==> config.mk <==
export PLATFORM = sky130hd
export DESIGN_NAME = counter_updown_mod
export DESIGN_NICKNAME = d
export VERILOG_FILES = /design/src/rtl/counter_updown_mod_pkg.sv /design/src/rtl/counter_updown_mod_prescaler_tick.sv /design/src/rtl/counter_updown_mod.sv
export SDC_FILE = /design/constraint.sdc
export NUM_CORES = 1
export LEC_CHECK = 0
export BUFFER_PORTS_ARGS = -buffer_cell sky130_fd_sc_hd__buf_2
export CAP_MARGIN = 15
export CORE_UTILIZATION = 36
export CTS_CLUSTER_SIZE = 25
export DETAILED_ROUTE_END_ITERATION = 6
export GPL_ROUTABILITY_DRIVEN = 0
export PLACE_DENSITY = 0.58
export SLEW_MARGIN = 20
export SYNTH_ARGS = -nofsm -noshare
export SYNTH_HDL_FRONTEND = slang
export SYNTH_HIERARCHICAL = 1
export SYNTH_SLANG_ARGS = --single-unit
==> constraint.sdc <==
create_clock -name CLK -period 3.4 [get_ports CLK]
set_clock_uncertainty 0.15 [all_clocks]
set_input_delay 0 -clock CLK [delete_from_list [all_inputs] [get_ports CLK]]
set_output_delay 0 -clock CLK [all_outputs]
set_load 0.01 [all_outputs]
==> src/rtl/counter_updown_mod_pkg.sv <==
// Shared constants and elaboration helpers for the up/down modulo counter family.
package counter_updown_mod_pkg;

   localparam int MODE_WRAP = 0;
   localparam int MODE_SAT  = 1;

   function automatic int clog2(input longint unsigned val);
      int r;
      longint unsigned v;
      r = 0;
      v = 64'd1;
      for (int i = 0; i < 64; i++) begin
         if (v < val) begin
            v = v << 1;
            r = r + 1;
         end
      end
      return r;
   endfunction

   function automatic bit max_val_ok(input int width, input longint unsigned max_val);
      return (width >= 1) && (width <= 32) && (max_val < (64'd1 << width));
   endfunction

endpackage

==> src/rtl/counter_updown_mod_prescaler_tick.sv <==
// Prescaler: emits one tick every PRESCALE qualified enables; the first qualified enable after reset ticks.
module prescaler_tick
   import counter_updown_mod_pkg::*;
#(
   parameter int PRESCALE = 1
) (
   input  logic CLK,
   input  logic RES,
   input  logic q,
   input  logic reload,
   output logic tick
);

   localparam int PW = (clog2(PRESCALE) < 1) ? 1 : clog2(PRESCALE);
   localparam logic [PW-1:0] LP_RELOAD = PW'(PRESCALE - 1);

   if ((PRESCALE < 1) || (PRESCALE > 65535)) begin : g_bad_prescale
      $fatal(1, "prescaler_tick: PRESCALE out of range 1..65535");
   end

   logic [PW-1:0] r_cnt;
   logic          w_zero;

   assign w_zero = (r_cnt == '0);
   assign tick   = q & w_zero;

   always_ff @(posedge CLK or posedge RES) begin
      if (RES) begin
         r_cnt <= '0;
      end else if (reload) begin
         r_cnt <= LP_RELOAD;
      end else if (q) begin
         r_cnt <= w_zero ? LP_RELOAD : (r_cnt - PW'(1));
      end
   end

endmodule

==> src/rtl/counter_updown_mod.sv <==
// Parametrised up/down modulo counter with load, clear, wrap/saturate mode, prescaler and cascade chain.
module counter_updown_mod
   import counter_updown_mod_pkg::*;
#(
   parameter int              WIDTH    = 16,
   parameter longint unsigned MAX_VAL  = (64'd1 << WIDTH) - 64'd1,
   parameter int              MODE     = MODE_WRAP,
   parameter int              PRESCALE = 1
) (
   input  logic             CLK,
   input  logic             RES,
   input  logic             EN,
   input  logic             CIN,
   input  logic             UP,
   input  logic             CLR,
   input  logic             LOAD,
   input  logic [WIDTH-1:0] LOAD_VAL,
   output logic [WIDTH-1:0] countVal,
   output logic             COUT,
   output logic             TC,
   output logic             EVT
);

   if (!max_val_ok(WIDTH, MAX_VAL)) begin : g_bad_max
      $fatal(1, "counter_updown_mod: MAX_VAL must be below 2**WIDTH, WIDTH in 1..32");
   end

   localparam logic [WIDTH-1:0] LP_MAX = WIDTH'(MAX_VAL);

   logic [WIDTH-1:0] r_count;
   logic [WIDTH-1:0] w_next;
   logic             r_evt;
   logic             w_q;
   logic             w_reload;
   logic             w_tick;
   logic             w_at_max;
   logic             w_at_zero;

   assign w_q       = EN & CIN;
   assign w_reload  = CLR | LOAD;
   assign w_at_max  = (r_count == LP_MAX);
   assign w_at_zero = (r_count == '0);

   prescaler_tick #(
      .PRESCALE(PRESCALE)
   ) u_prescaler (
      .CLK   (CLK),
      .RES   (RES),
      .q     (w_q),
      .reload(w_reload),
      .tick  (w_tick)
   );

   assign TC       = (UP & w_at_max) | (~UP & w_at_zero);
   assign COUT     = TC & w_tick;
   assign countVal = r_count;
   assign EVT      = r_evt;

   // CLR beats LOAD beats step; a boundary step either wraps or holds depending on MODE
   always_comb begin
      w_next = r_count;
      if (CLR) begin
         w_next = '0;
      end else if (LOAD) begin
         w_next = (LOAD_VAL > LP_MAX) ? LP_MAX : LOAD_VAL;
      end else if (w_tick) begin
         if (UP) begin
            if (!w_at_max) begin
               w_next = r_count + WIDTH'(1);
            end else if (MODE == MODE_WRAP) begin
               w_next = '0;
            end
         end else begin
            if (!w_at_zero) begin
               w_next = r_count - WIDTH'(1);
            end else if (MODE == MODE_WRAP) begin
               w_next = LP_MAX;
            end
         end
      end
   end

   always_ff @(posedge CLK or posedge RES) begin
      if (RES) begin
         r_count <= '0;
         r_evt   <= 1'b0;
      end else begin
         r_count <= w_next;
         r_evt   <= w_reload ? 1'b0 : (w_tick & TC);
      end
   end

endmodule

==> impl_metrics.ini <==
[synth]
ys_seq_elements = 17
syn-instance-count = 230
synth_cell_types = 55
synth_top_area_cell = dfrtp_1
synth_nets = 256
async_flop_share = 1.00
synth-edff-count = 0
synthTopCellsByArea = dfrtp_1, a21oi_1, nor3_1
netlist.area_leader.share = 0.239
syn_area_mm2 = 0.00178
synthFlopType = dfrtp_1
yosysWarnings = 6
yosysSeqAreaShare = 0.239
avgSynthCellArea_um2 = 7.74

[floorplanning]
dieArea_mm2 = 0.00523
fp.dieW_um = 72.3
start_util = 0.374
boundaryPins = 42
rows = 25
fp.dieH_um = 72.3
core_area_mm2 = 0.00475

[finish]
final_layout_size_suffix_gt1_frac = 0.212
syn_to_final_growth_pct = 23.4
nets = 300
instances_no_fill = 340
design_area_mm2 = 0.00220
final_util = 0.462
diodes = 0

[timing]
hold_violations = 0
tightest_slew_ns = 0.729
setup_ws_ns = 0.557
rsz0062_at_grt = no
relSlewSlack = 0.510
period_share = 0.836
setup_violations = 0
fmax_ghz = 0.352
fin_tns_setup_ns = 0
slew_viol_final = 0
fin_crit_ns = 2.84
whs_ns = 0.0117

[clock_network]
clkLatencyLatePin_ns = 0.26
cts_root_buf = clkbuf_8
cts_max_level = 1
postCtsSetupBuffers = 0
clock_path_buffers = 2
cts.sinks = 17
cts_tree = yes
cts_buffers = 3
cts.clk_slew.worst_paths_ns = 0.08

[setup_path]
crit_family = simple AND/OR/NAND/NOR gates
crit_chain = ha_1 -> nand3_1 -> nor3_1 -> a31o_2 -> o22ai_1 -> dlygate4sd3_1
required_ns = 3.40
slowest_stage = dlygate4sd3_1
endpoint_kind = flip-flop
cp.buffers_inverters = 1
crit_arrival_ns = 2.84
cp_max_fo = 11
worstSetupPathType = reg -> reg
start_kind = flip-flop
crit_path_max_incr_delay_ns = 0.58

[run]
maxCapViolations = 0

[power]
irDropWorstVdd_v = 0.000140
report.power.total_mw = 0.651
power_density_mw_per_mm2 = 296
power.leakage_nw = 0.891

[global_routing]
grt_max_degree = 33
grt_usage = 0.229
grt_pass1_wl_mm = 9.35
grt-ovfl-total = 0
antenna_found_initial = 0
grt_pass1_vias = 1793

[status]
status = completed

[placed_design]
dp_hpwl_mm = 3.81
placed_area_mm2 = 0.00196
post-place-ws_ns = 0.997
dp_cells = 317
placement.io_buffers = 41

[detailed_routing]
dr.pass1.iters = 4
wl_mm = 5.65
vias = 1930
vias_per_cell = 5.68
drtIter0Drc = 130
ant_nets = 0
drc = 0
routedWlPerCell_um = 16.6

[worst_hold_path]
hold_path_class = in -> reg
[what timing repair did]
action / CTS / global route
hold buffers: 19 / 0
hold endpoints to repair: 33 / 0
gates resized for setup: 0 / 0
[Yosys cell counts, drive strengths merged, types with 2 or more instances]
library cell	count
o21ai	9
a211oi	5
a311oi	2
a21o	2
o221ai	3
a2111oi	2
nand2	11
and2	2
dfrtp	17
a221oi	3
o32ai	2
nor3	15
a2bb2oi	2
xnor2	6
a21oi	24
a31oi	5
o22ai	7
and3	3
ha	3
nor4b	2
nor4	9
xor2	3
nor2b	2
o31ai	2
inv	15
a221o	2
or4	2
nand3	9
buf	15
nand2b	3
nor3b	6
nor2	16
clkbuf	7
nand4	6
[power breakdown]
group          total (mW)  leakage [nW]  switching [mW]  internal (mW)
Combinational       0.234         0.643           0.129          0.104
Sequential          0.252         0.225          0.0378          0.214
Clock               0.165        0.0228          0.0812         0.0836
Total               0.651         0.891           0.248          0.402
[placed cells by master, fill, tap and decap left out, types with 3 or more instances in the layout]
master	n
and3_1	3
nor3_1	13
nor2_1	16
nor4_1	8
buf_2	41
clkbuf_8	3
ha_1	3
dlygate4sd3_1	19
nand2_1	10
a211oi_1	5
a221oi_1	3
xnor2_1	6
nand2b_1	3
xor2_1	3
o221ai_1	3
o21ai_0	6
o22ai_1	7
a21oi_1	24
dfrtp_1	17
nor3b_1	6
nand3_1	8
nand4_1	6
inv_1	15
a31oi_1	5
[path summary, 6_finish.rpt]
| kind | from | endpoint | slack [ns] | cells after the start |
|---|---|---|---|---|
| min | CLR | countVal[14]$_DFFE_PP0P_ | 0.01 | 2 |
| max reg2reg | countVal[1]$_DFFE_PP0P_ | countVal[11]$_DFFE_PP0P_ | 0.56 | 6 |
| min in group asynchronous | RES | countVal[15]$_DFFE_PP0P_ | 0.22 | 3 |
| max | countVal[1]$_DFFE_PP0P_ | countVal[11]$_DFFE_PP0P_ | 0.56 | 6 |
| max in group asynchronous | RES | countVal[4]$_DFFE_PP0P_ | 2.43 | 3 |
| min reg2reg | countVal[10]$_DFFE_PP0P_ | countVal[10]$_DFFE_PP0P_ | 0.55 | 2 |
[cells by family after synthesis]
| family | count (synthesis) | synth area share |
|---|---|---|
| simple gates | 88 | 0.302 |
| xor+xnor | 9 | 0.0443 |
| fa+ha+maj | 3 | 0.0211 |
| buf+inv | 37 | 0.0963 |
| mux | 1 | 0.00563 |
| flops | 17 | 0.239 |
| compound gates | 75 | 0.291 |
[layout make-up]
cell class	count	area, um^2
Fill cell	499	2560
Clock buffer	4	45.0
Timing Repair Buffer	61	403
Tap cell	67	83.8
Multi-Input combinational cell	176	1180
Inverter	15	56.3
Sequential cell	17	425
[routing by layer]
| layer | part of all wire | GRT usage | vias up |
|---|---|---|---|
| met3 | 0.061 | 0.0250 | 12 |
| met1 | 0.47 | 0.338 | 879 |
| met4 | 0.022 | 0.0828 | 0 |
| met5 | 0 | 0 | - |
| li1 | - | - | 962 |
| met2 | 0.45 | 0.344 | 77 |
[flip-flops by register name (all words and copies together) (netlist names)]
| register | cells |
|---|---|
| countVal | 16 |
| EVT | 1 |
Note: power is estimated with default switching activity, not from simulation.
